$ cat config.mk
export PLATFORM = sky130hd
export DESIGN_NAME = pipe_hazard_ctrl
export DESIGN_NICKNAME = d
export VERILOG_FILES = /design/src/rtl/pipe_hazard_pkg.sv /design/src/rtl/hzd_loaduse_cmp.sv /design/src/rtl/pipe_hazard_ctrl.sv
export SDC_FILE = /design/constraint.sdc
export NUM_CORES = 1
export LEC_CHECK = 0
export CAP_MARGIN = 40
export CORE_UTILIZATION = 54
export DETAILED_ROUTE_END_ITERATION = 6
export GPL_TIMING_DRIVEN = 0
export PLACE_DENSITY = 0.84
export SETUP_SLACK_MARGIN = 0.15
export SLEW_MARGIN = 10
export SYNTH_ARGS = -nofsm -noshare
export SYNTH_HDL_FRONTEND = slang
export SYNTH_SLANG_ARGS = --single-unit
$ cat constraint.sdc
create_clock -name clk -period 4.5 [get_ports clk]
set_input_delay 0.675 -clock clk [delete_from_list [all_inputs] [get_ports clk]]
set_output_delay 0.675 -clock clk [all_outputs]
set_load 0.005 [all_outputs]
$ cat src/rtl/pipe_hazard_pkg.sv
// Shared types and widths for the pipeline hazard controller and its comparator.
// No logic here; consumers import everything with pipe_hazard_pkg::*.
package pipe_hazard_pkg;

  localparam int REG_W       = 5;
  localparam int STALL_CNT_W = 32;
  localparam int FLUSH_CNT_W = 16;

  typedef enum logic [1:0] {
    RUN      = 2'd0,
    MEM_WAIT = 2'd1,
    HALT     = 2'd2
  } hzd_state_e;

  typedef struct packed {
    logic pc;
    logic ifid;
    logic idex;
    logic exmem;
    logic memwb;
  } stage_en_t;

  typedef struct packed {
    logic ifid_flush;
    logic idex_flush;
    logic memwb_bubble;
  } stage_ctl_t;

endpackage

$ cat src/rtl/hzd_loaduse_cmp.sv
// Load-use detector: EX load whose destination feeds the ID instruction.
// Purely combinational, zero latency; no backpressure of its own.
module hzd_loaduse_cmp
  import pipe_hazard_pkg::*;
(
  input  logic             ex_mem_read,
  input  logic [REG_W-1:0] ex_rt,
  input  logic [REG_W-1:0] id_rs,
  input  logic [REG_W-1:0] id_rt,
  input  logic             id_uses_rt,
  output logic             load_use
);

  // r0 is hardwired to zero, so a load "into" it can never create a dependency
  assign load_use = ex_mem_read && (ex_rt != '0) &&
                    ((ex_rt == id_rs) || (id_uses_rt && (ex_rt == id_rt)));

endmodule

$ cat src/rtl/pipe_hazard_ctrl.sv
// Pipeline stall/flush controller: HALT > memory wait > taken branch > load-use.
// Enables are Mealy (same-cycle); memory wait freezes IF..EX and bubbles MEM/WB.
module pipe_hazard_ctrl
  import pipe_hazard_pkg::*;
#(
  parameter int MEM_TIMEOUT = 255
) (
  input  logic                   clk,
  input  logic                   rst_n,
  input  logic [REG_W-1:0]       id_rs,
  input  logic [REG_W-1:0]       id_rt,
  input  logic                   id_uses_rt,
  input  logic                   ex_mem_read,
  input  logic [REG_W-1:0]       ex_rt,
  input  logic                   branch_taken,
  input  logic                   dmem_req,
  input  logic                   dmem_ready,
  input  logic                   clr_cnt,
  output logic                   pc_en,
  output logic                   ifid_en,
  output logic                   idex_en,
  output logic                   exmem_en,
  output logic                   memwb_en,
  output logic                   ifid_flush,
  output logic                   idex_flush,
  output logic                   memwb_bubble,
  output logic                   halted,
  output logic [STALL_CNT_W-1:0] stall_cycles,
  output logic [FLUSH_CNT_W-1:0] flush_count
);

  localparam int WAIT_W = (MEM_TIMEOUT < 1) ? 1 : $clog2(MEM_TIMEOUT + 1);

  hzd_state_e       state_q, state_d;
  logic             run_q;
  logic [WAIT_W-1:0] wait_q;
  logic             load_use;
  logic             active;
  logic             mem_stall;
  logic             br_flush;
  logic             lu_stall;
  stage_en_t        en;
  stage_ctl_t       ctl;

  hzd_loaduse_cmp u_loaduse_cmp (
    .ex_mem_read (ex_mem_read),
    .ex_rt       (ex_rt),
    .id_rs       (id_rs),
    .id_rt       (id_rt),
    .id_uses_rt  (id_uses_rt),
    .load_use    (load_use)
  );

  // Nothing may act until the first edge after reset release, and HALT masks everything.
  assign active    = run_q && (state_q != HALT);
  assign mem_stall = active && dmem_req && !dmem_ready;
  assign br_flush  = active && !mem_stall && branch_taken;
  assign lu_stall  = active && !mem_stall && !branch_taken && load_use;

  always_ff @(posedge clk or negedge rst_n) begin
    if (!rst_n) run_q <= 1'b0;
    else        run_q <= 1'b1;
  end

  always_ff @(posedge clk or negedge rst_n) begin
    if (!rst_n) state_q <= RUN;
    else        state_q <= state_d;
  end

  always_comb begin
    state_d = state_q;
    case (state_q)
      RUN:      if (mem_stall) state_d = MEM_WAIT;
      MEM_WAIT: begin
        if (!mem_stall)                           state_d = RUN;
        else if (wait_q == WAIT_W'(MEM_TIMEOUT))  state_d = HALT;
      end
      HALT:     state_d = HALT;
      default:  state_d = RUN;
    endcase
  end

  always_ff @(posedge clk or negedge rst_n) begin
    if (!rst_n)                                  wait_q <= '0;
    else if (state_d == RUN)                     wait_q <= '0;
    else if (mem_stall && (wait_q != WAIT_W'(MEM_TIMEOUT))) wait_q <= wait_q + 1'b1;
  end

  always_comb begin
    en  = '0;
    ctl = '0;
    if (active) begin
      if (mem_stall) begin
        en.memwb         = 1'b1;
        ctl.memwb_bubble = 1'b1;
      end else if (br_flush) begin
        en             = '1;
        ctl.ifid_flush = 1'b1;
        ctl.idex_flush = 1'b1;
      end else if (lu_stall) begin
        en             = '1;
        en.pc          = 1'b0;
        en.ifid        = 1'b0;
        ctl.idex_flush = 1'b1;
      end else begin
        en = '1;
      end
    end
  end

  assign pc_en        = en.pc;
  assign ifid_en      = en.ifid;
  assign idex_en      = en.idex;
  assign exmem_en     = en.exmem;
  assign memwb_en     = en.memwb;
  assign ifid_flush   = ctl.ifid_flush;
  assign idex_flush   = ctl.idex_flush;
  assign memwb_bubble = ctl.memwb_bubble;
  assign halted       = (state_q == HALT);

  always_ff @(posedge clk or negedge rst_n) begin
    if (!rst_n)                                        stall_cycles <= '0;
    else if (clr_cnt)                                  stall_cycles <= '0;
    else if ((mem_stall || lu_stall) && (stall_cycles != '1)) stall_cycles <= stall_cycles + 1'b1;
  end

  always_ff @(posedge clk or negedge rst_n) begin
    if (!rst_n)                                 flush_count <= '0;
    else if (clr_cnt)                           flush_count <= '0;
    else if (br_flush && (flush_count != '1))   flush_count <= flush_count + 1'b1;
  end

endmodule
* Word-level counts from Yosys, hierarchy flattened
Index checks and enable logic that the tools add are counted.
** Storage, ports and cells
- Register bits after elaboration :: 59
- Logic and storage cells :: 62
- ROM bits :: 0
- Memory bits (writable) :: 0
- Output and inout bits :: 57
- Memories :: 0
- Bits in latches :: 0
** Operators by class
- Mux-type cells :: 21
- Reduce and logical (&&, ||, !) cells :: 24
- Add/sub/neg operators :: 3
- Bitwise logic cells :: 0
- $mul :: 0
- Magnitude comparators :: 0
- Divide/modulo/power cells :: 0
- Equal/unequal tests :: 9
- Shift-type cells :: 0
** Operators by type and width (count)
- 2-to-1 mux 32 bit :: 2
- adder 32 x 1 -> 32 bit (second input constant) :: 1
- 2-to-1 mux 16 bit :: 2
- inequality test 32 bit (second input constant) :: 1
- adder 16 x 1 -> 16 bit (second input constant) :: 1
- 2-to-1 mux 8 bit :: 2
- inequality test 16 bit (second input constant) :: 1
- 2-to-1 mux 5 bit :: 3
- logical AND 1 bit :: 13
- equality test 5 bit :: 2
- adder 8 x 1 -> 8 bit (second input constant) :: 1
- equality test 8 bit (second input constant) :: 1
- 2-to-1 mux 2 bit :: 4
- inequality test 8 bit (second input constant) :: 1
- case mux 2 bit (3 select lines) :: 1
- nonzero test 2 bit :: 3
- 2-to-1 mux 1 bit :: 5
- nonzero test 5 bit :: 1
- zero test 2 bit :: 2
- 2-to-1 mux 4 bit :: 1
- zero test 1 bit :: 3
- 2-to-1 mux 3 bit :: 1
- equality test 2 x 1 -> 1 bit (second input constant) :: 1
- equality test 2 bit (second input constant) :: 1
- 2 further kinds :: 3

* Longest topological paths before layout
- Depth in word-level cells :: 12
- Depth in mapped cells :: 8

* Hierarchy
A second synthesis with hierarchy kept.
** Unflattened totals
- Cells, all modules :: 366
- Area, all modules :: 3359.5 µm²
** By module, submodules not included
- pipe_hazard_ctrl :: times used 1, cells an instance 349, seq. area each 1476.4 µm², area each 3226.8 µm²
- hzd_loaduse_cmp :: times used 1, cells an instance 17, seq. area each 0.0 µm², area each 132.6 µm²

* Worst setup path after synthesis
OpenSTA, ideal clock, no wires.
- Kind :: input -> register
- From :: in ex_rt[3]
- To :: reg stall_cycles[7]
- Library setup time :: 125 ps
- Setup slack :: 1858 ps
- Arrival time :: 2517 ps
- Buffers on the path :: 1
- Stages :: 7
- Required time :: 4375 ps
- Cells stage by stage :: xor2_1 > nor4_2 > a32oi_1 > o41a_1 > buf_2 > nor4b_1 > mux2_2
** Between the ends
- Word-level cells in the longest chain between the ends :: 8
** RTL lines
- start: declaration :: line pipe_hazard_ctrl.sv:14 : input logic [REG_W-1:0] ex_rt,
- equality test 5 bit :: line hzd_loaduse_cmp.sv:16 : ((ex_rt == id_rs) || (id_uses_rt && (ex_rt == id_rt)));
- logical AND 1 bit :: line hzd_loaduse_cmp.sv:16
- logical OR 1 bit :: line hzd_loaduse_cmp.sv:16
- logical AND 1 bit (*) :: line hzd_loaduse_cmp.sv:15 : assign load_use = ex_mem_read && (ex_rt != '0) &&
- logical AND 1 bit (*) :: line pipe_hazard_ctrl.sv:58 : assign lu_stall = active && !mem_stall && !branch_taken && load_use;
- logical OR 1 bit (*) :: line pipe_hazard_ctrl.sv:124 : else if ((mem_stall || lu_stall) && (stall_cycles != '1)) stall_cycles <= stall_cycles + 1'b1;
- logical AND 1 bit (*) :: line pipe_hazard_ctrl.sv:124
- nonzero test 2 bit (no line) (*)
- end signal: assignment :: line pipe_hazard_ctrl.sv:124
- end: declaration :: line pipe_hazard_ctrl.sv:28 : output logic [STALL_CNT_W-1:0] stall_cycles,
Every way passes the cells marked *; elsewhere a longest branch is shown, timed or not.
A chain may end at the register's enable or synchronous reset.

* Worst setup path in the final report
- From :: in ex_rt[3]
- To :: out pc_en
** Between the ends
- Word-level cells in the longest chain between the ends :: 9
** RTL lines
- equality test 5 bit :: line hzd_loaduse_cmp.sv:16
- logical AND 1 bit :: line hzd_loaduse_cmp.sv:16
- logical OR 1 bit :: line hzd_loaduse_cmp.sv:16
- logical AND 1 bit (*) :: line hzd_loaduse_cmp.sv:15
- logical AND 1 bit (*) :: line pipe_hazard_ctrl.sv:58
- 2-to-1 mux 5 bit (*) :: line pipe_hazard_ctrl.sv:100 : end else if (lu_stall) begin
- 2-to-1 mux 5 bit (*) :: line pipe_hazard_ctrl.sv:96 : end else if (br_flush) begin
- 2-to-1 mux 4 bit (*) :: line pipe_hazard_ctrl.sv:93 : if (mem_stall) begin
- 2-to-1 mux 5 bit (*) :: line pipe_hazard_ctrl.sv:92 : if (active) begin
- end: declaration :: line pipe_hazard_ctrl.sv:19 : output logic pc_en,
Marks and branches as above.

==> results.toml <==
[layout]
drive_above_1_share_pct = 7.37
antennaDiodeCount = 0
mostFrequentLayoutCells = "78 x clkdlybuf4s50_1, 59 x dfrtp_1, 43 x nor2_1"
seqCellArea_um2 = 1480
fillCellCount = 457
synthToLayoutAreaGrowth_pct = 32.2
multi_input_area_um2 = 1750
nets = 496
fin_util_pct = 74.2
stdcell_count = 550
layout_commonest_cell = "clkdlybuf4s50_1"

[setup_path]
slowest_delay_ns = 0.55
cp_common_cell = "clkdlybuf4s50_1"
critPathRequiredTime_ns = 3.83
timing.rr.start = "stall_cycles[23]$_DFFE_PN0P_"
crit_type = "in2out"
crit_path_end_kind = "output port"
arrival_ns = 2.86
path_cells = "clkdlybuf4s50_1 > or4_1 > o21ai_0 > nor3_1 > nor2_1 > buf_4 > clkdlybuf4s50_1"
crit_path_max_fanout = 3
crit_path_start_kind = "input pin"
crit_start = "ex_rt[3]"
critical_path.slowest_cell = "or4_1"

[logic_synthesis]
yosysTopAreaCellShare_pct = 44.1
seq_area_frac_synth_pct = 44.1
synthFlopType = "dfrtp_1"
syn_inst = 380
synth_nets = 406
synth.area.top_cells = "dfrtp_1 44%, xor2_1 5.5%, nor2_1 4.8%"
avgSynthCellArea_um2 = 8.80
synth-edff-count = 0
synth_cell_types = 39
ys_seq_elements = 59
syn_area_um2 = 3340
yosys.area.top_type = "dfrtp_1"
synthArstFlopShare_pct = 100
synth_warnings = 0

[sta]
max_freq_mhz = 283
period_minus_slack_ns = 3.54
setup_ws_ns = 0.962
fin_crit_sh_pct = 78.6
worst_pin_slew_ns = 0.884
fin_skew_ns = 0.00828
setup_tns_ns = 0
setup_violations = 0
relSlewSlack_pct = 40.6
slew_violations = 0
fin_hold_ws_ns = 0.398
rsz0062_at_grt = "no"
hold_violations = 0

[clock_tree]
htree_num_levels = 3
post-cts-setup-buffers = 0
cts_tree = "yes"
cts_buffers = 9
ctsResizeCount = 0
clk_pin_slew_ns = 0.07
cts_hold_buf = 0
root_buffer = "clkbuf_8"
clkSinkCount = 59
clock_latency_ns = 0.34
clk_path_buf_depth = 2

[placed_design]
gp_congestion = 0.841
port_buffers = 79
pre_cts_ws_ns = 0.939
placedCellCount = 534
dp_hpwl_um = 5940

[drt]
wl_um = 8430
wire_per_inst_um = 15.3
firstDrtPassIters = 4
ant_nets = 0
route.vias.total = 3228
drc_errors = 0
drt_iter0_drc = 209
vias_per_cell = 5.87

[outcome]
status = "finished, final reports clean"

[hold_path]
holdCritPathClass = "in2async"

[die]
dieArea_um2 = 6510
initial_core_util_pct = 56.2
rows = 28
core_area_um2 = 5960
die_y_um = 80.7
fp.dieW_um = 80.7
io_pins = 80

[global_routing]
antenna_found_initial = 0
grt_overflow = 0
grt_pass1_wl_um = 13600
grtUsageTotal_pct = 27.3
grt_max_degree = 60
grt_pass1_vias = 3004

[power_and_ir_drop]
p_leak_nw = 1.76
peakVddDrop_mv = 0.198
powerDensity_nw_per_um2 = 241

[run]
cap_violations = 0
## layout make-up
class,count,area share [%]
tap,75,2.12
buffer,19,1.87
clock buffer,11,3.20
multi-input combinational,293,39.6
clock inverter,5,1.19
inverter,9,0.764
sequential,59,33.4
timing repair buffer,79,17.8
## where the power goes
| group | switching, mW | internal [mW] | total [mW] |
|---|---|---|---|
| Sequential | 0.000318 | 0.531 | 0.531 |
| Clock | 0.212 | 0.268 | 0.479 |
| Combinational | 0.0317 | 0.0247 | 0.0564 |
| Total | 0.244 | 0.823 | 1.07 |
## sequential cells by signal (all words and copies together), names as in the netlist
register,cells
stall_cycles,32
flush_count,16
wait_q,8
state_q,2
run_q,1
## cells by family after synthesis
group                      after synthesis  share of synthesized area (%)
AOI/OAI and AO/OA                       60                           9.73
xor gates and xnor gates                27                           7.07
adders and majority gates                3                           1.12
buffers and inverters                   28                           3.48
DFF                                     59                           44.1
muxes                                   13                           4.34
other                                    1                          0.112
and+or+nand+nor                        189                           30.0
## worst paths after layout
check                                                    to  slack (ns)  cells past startpoint
worst min-delay path                  wait_q[1]$_DFFE_PN0P_        0.40                      1
max in group asynchronous        flush_count[4]$_DFFE_PN0P_        3.58                      1
worst max register to register  stall_cycles[6]$_DFFE_PN0P_        1.75                      8
min in group clk                       state_q[0]$_DFF_PN0_        0.47                      1
worst max-delay path                                  pc_en        0.96                      7
worst min register to register         state_q[0]$_DFF_PN0_        0.47                      1
## Yosys cell counts, types with 6 or more instances
cell and instances:
nor4_1 9, mux2_2 11, nand3_1 25, and3_1 10
nor2b_1 12, dfrtp_1 59, a21oi_1 27, xnor2_1 6
clkbuf_1 14, inv_1 9, nor2_1 43, o21ai_0 26
nand4_1 14, nand2_1 23, or3_1 22, xor2_1 21
nor3_1 10
## worst max-delay path, delay by kind of cell
| family | cells | cell delay [ns] |
|---|---|---|
| buffers and inverters | 3 | 1.09 |
| and+or+nand+nor | 3 | 0.78 |
| AOI/OAI and AO/OA | 1 | 0.31 |
## through the flow
stage	total power, mW	instance area (µm²)
6_report	1.07	4420
5_1_grt	1.10	4420
4_1_cts	1.07	4420
3_5_place_dp	0.598	4230
3_3_place_gp	0.597	4230
2_1_floorplan	0.559	3340
## layer usage
layer | up-vias | GRT usage, % | routed length [µm]
met4 | 0 | 11.6 | 178
met5 | - | 0 | 0
met3 | 19 | 4.55 | 564
li1 | 1539 | - | -
met1 | 1559 | 32.9 | 3520
met2 | 111 | 48.0 | 4170
Power figures use the tool's default switching activity.
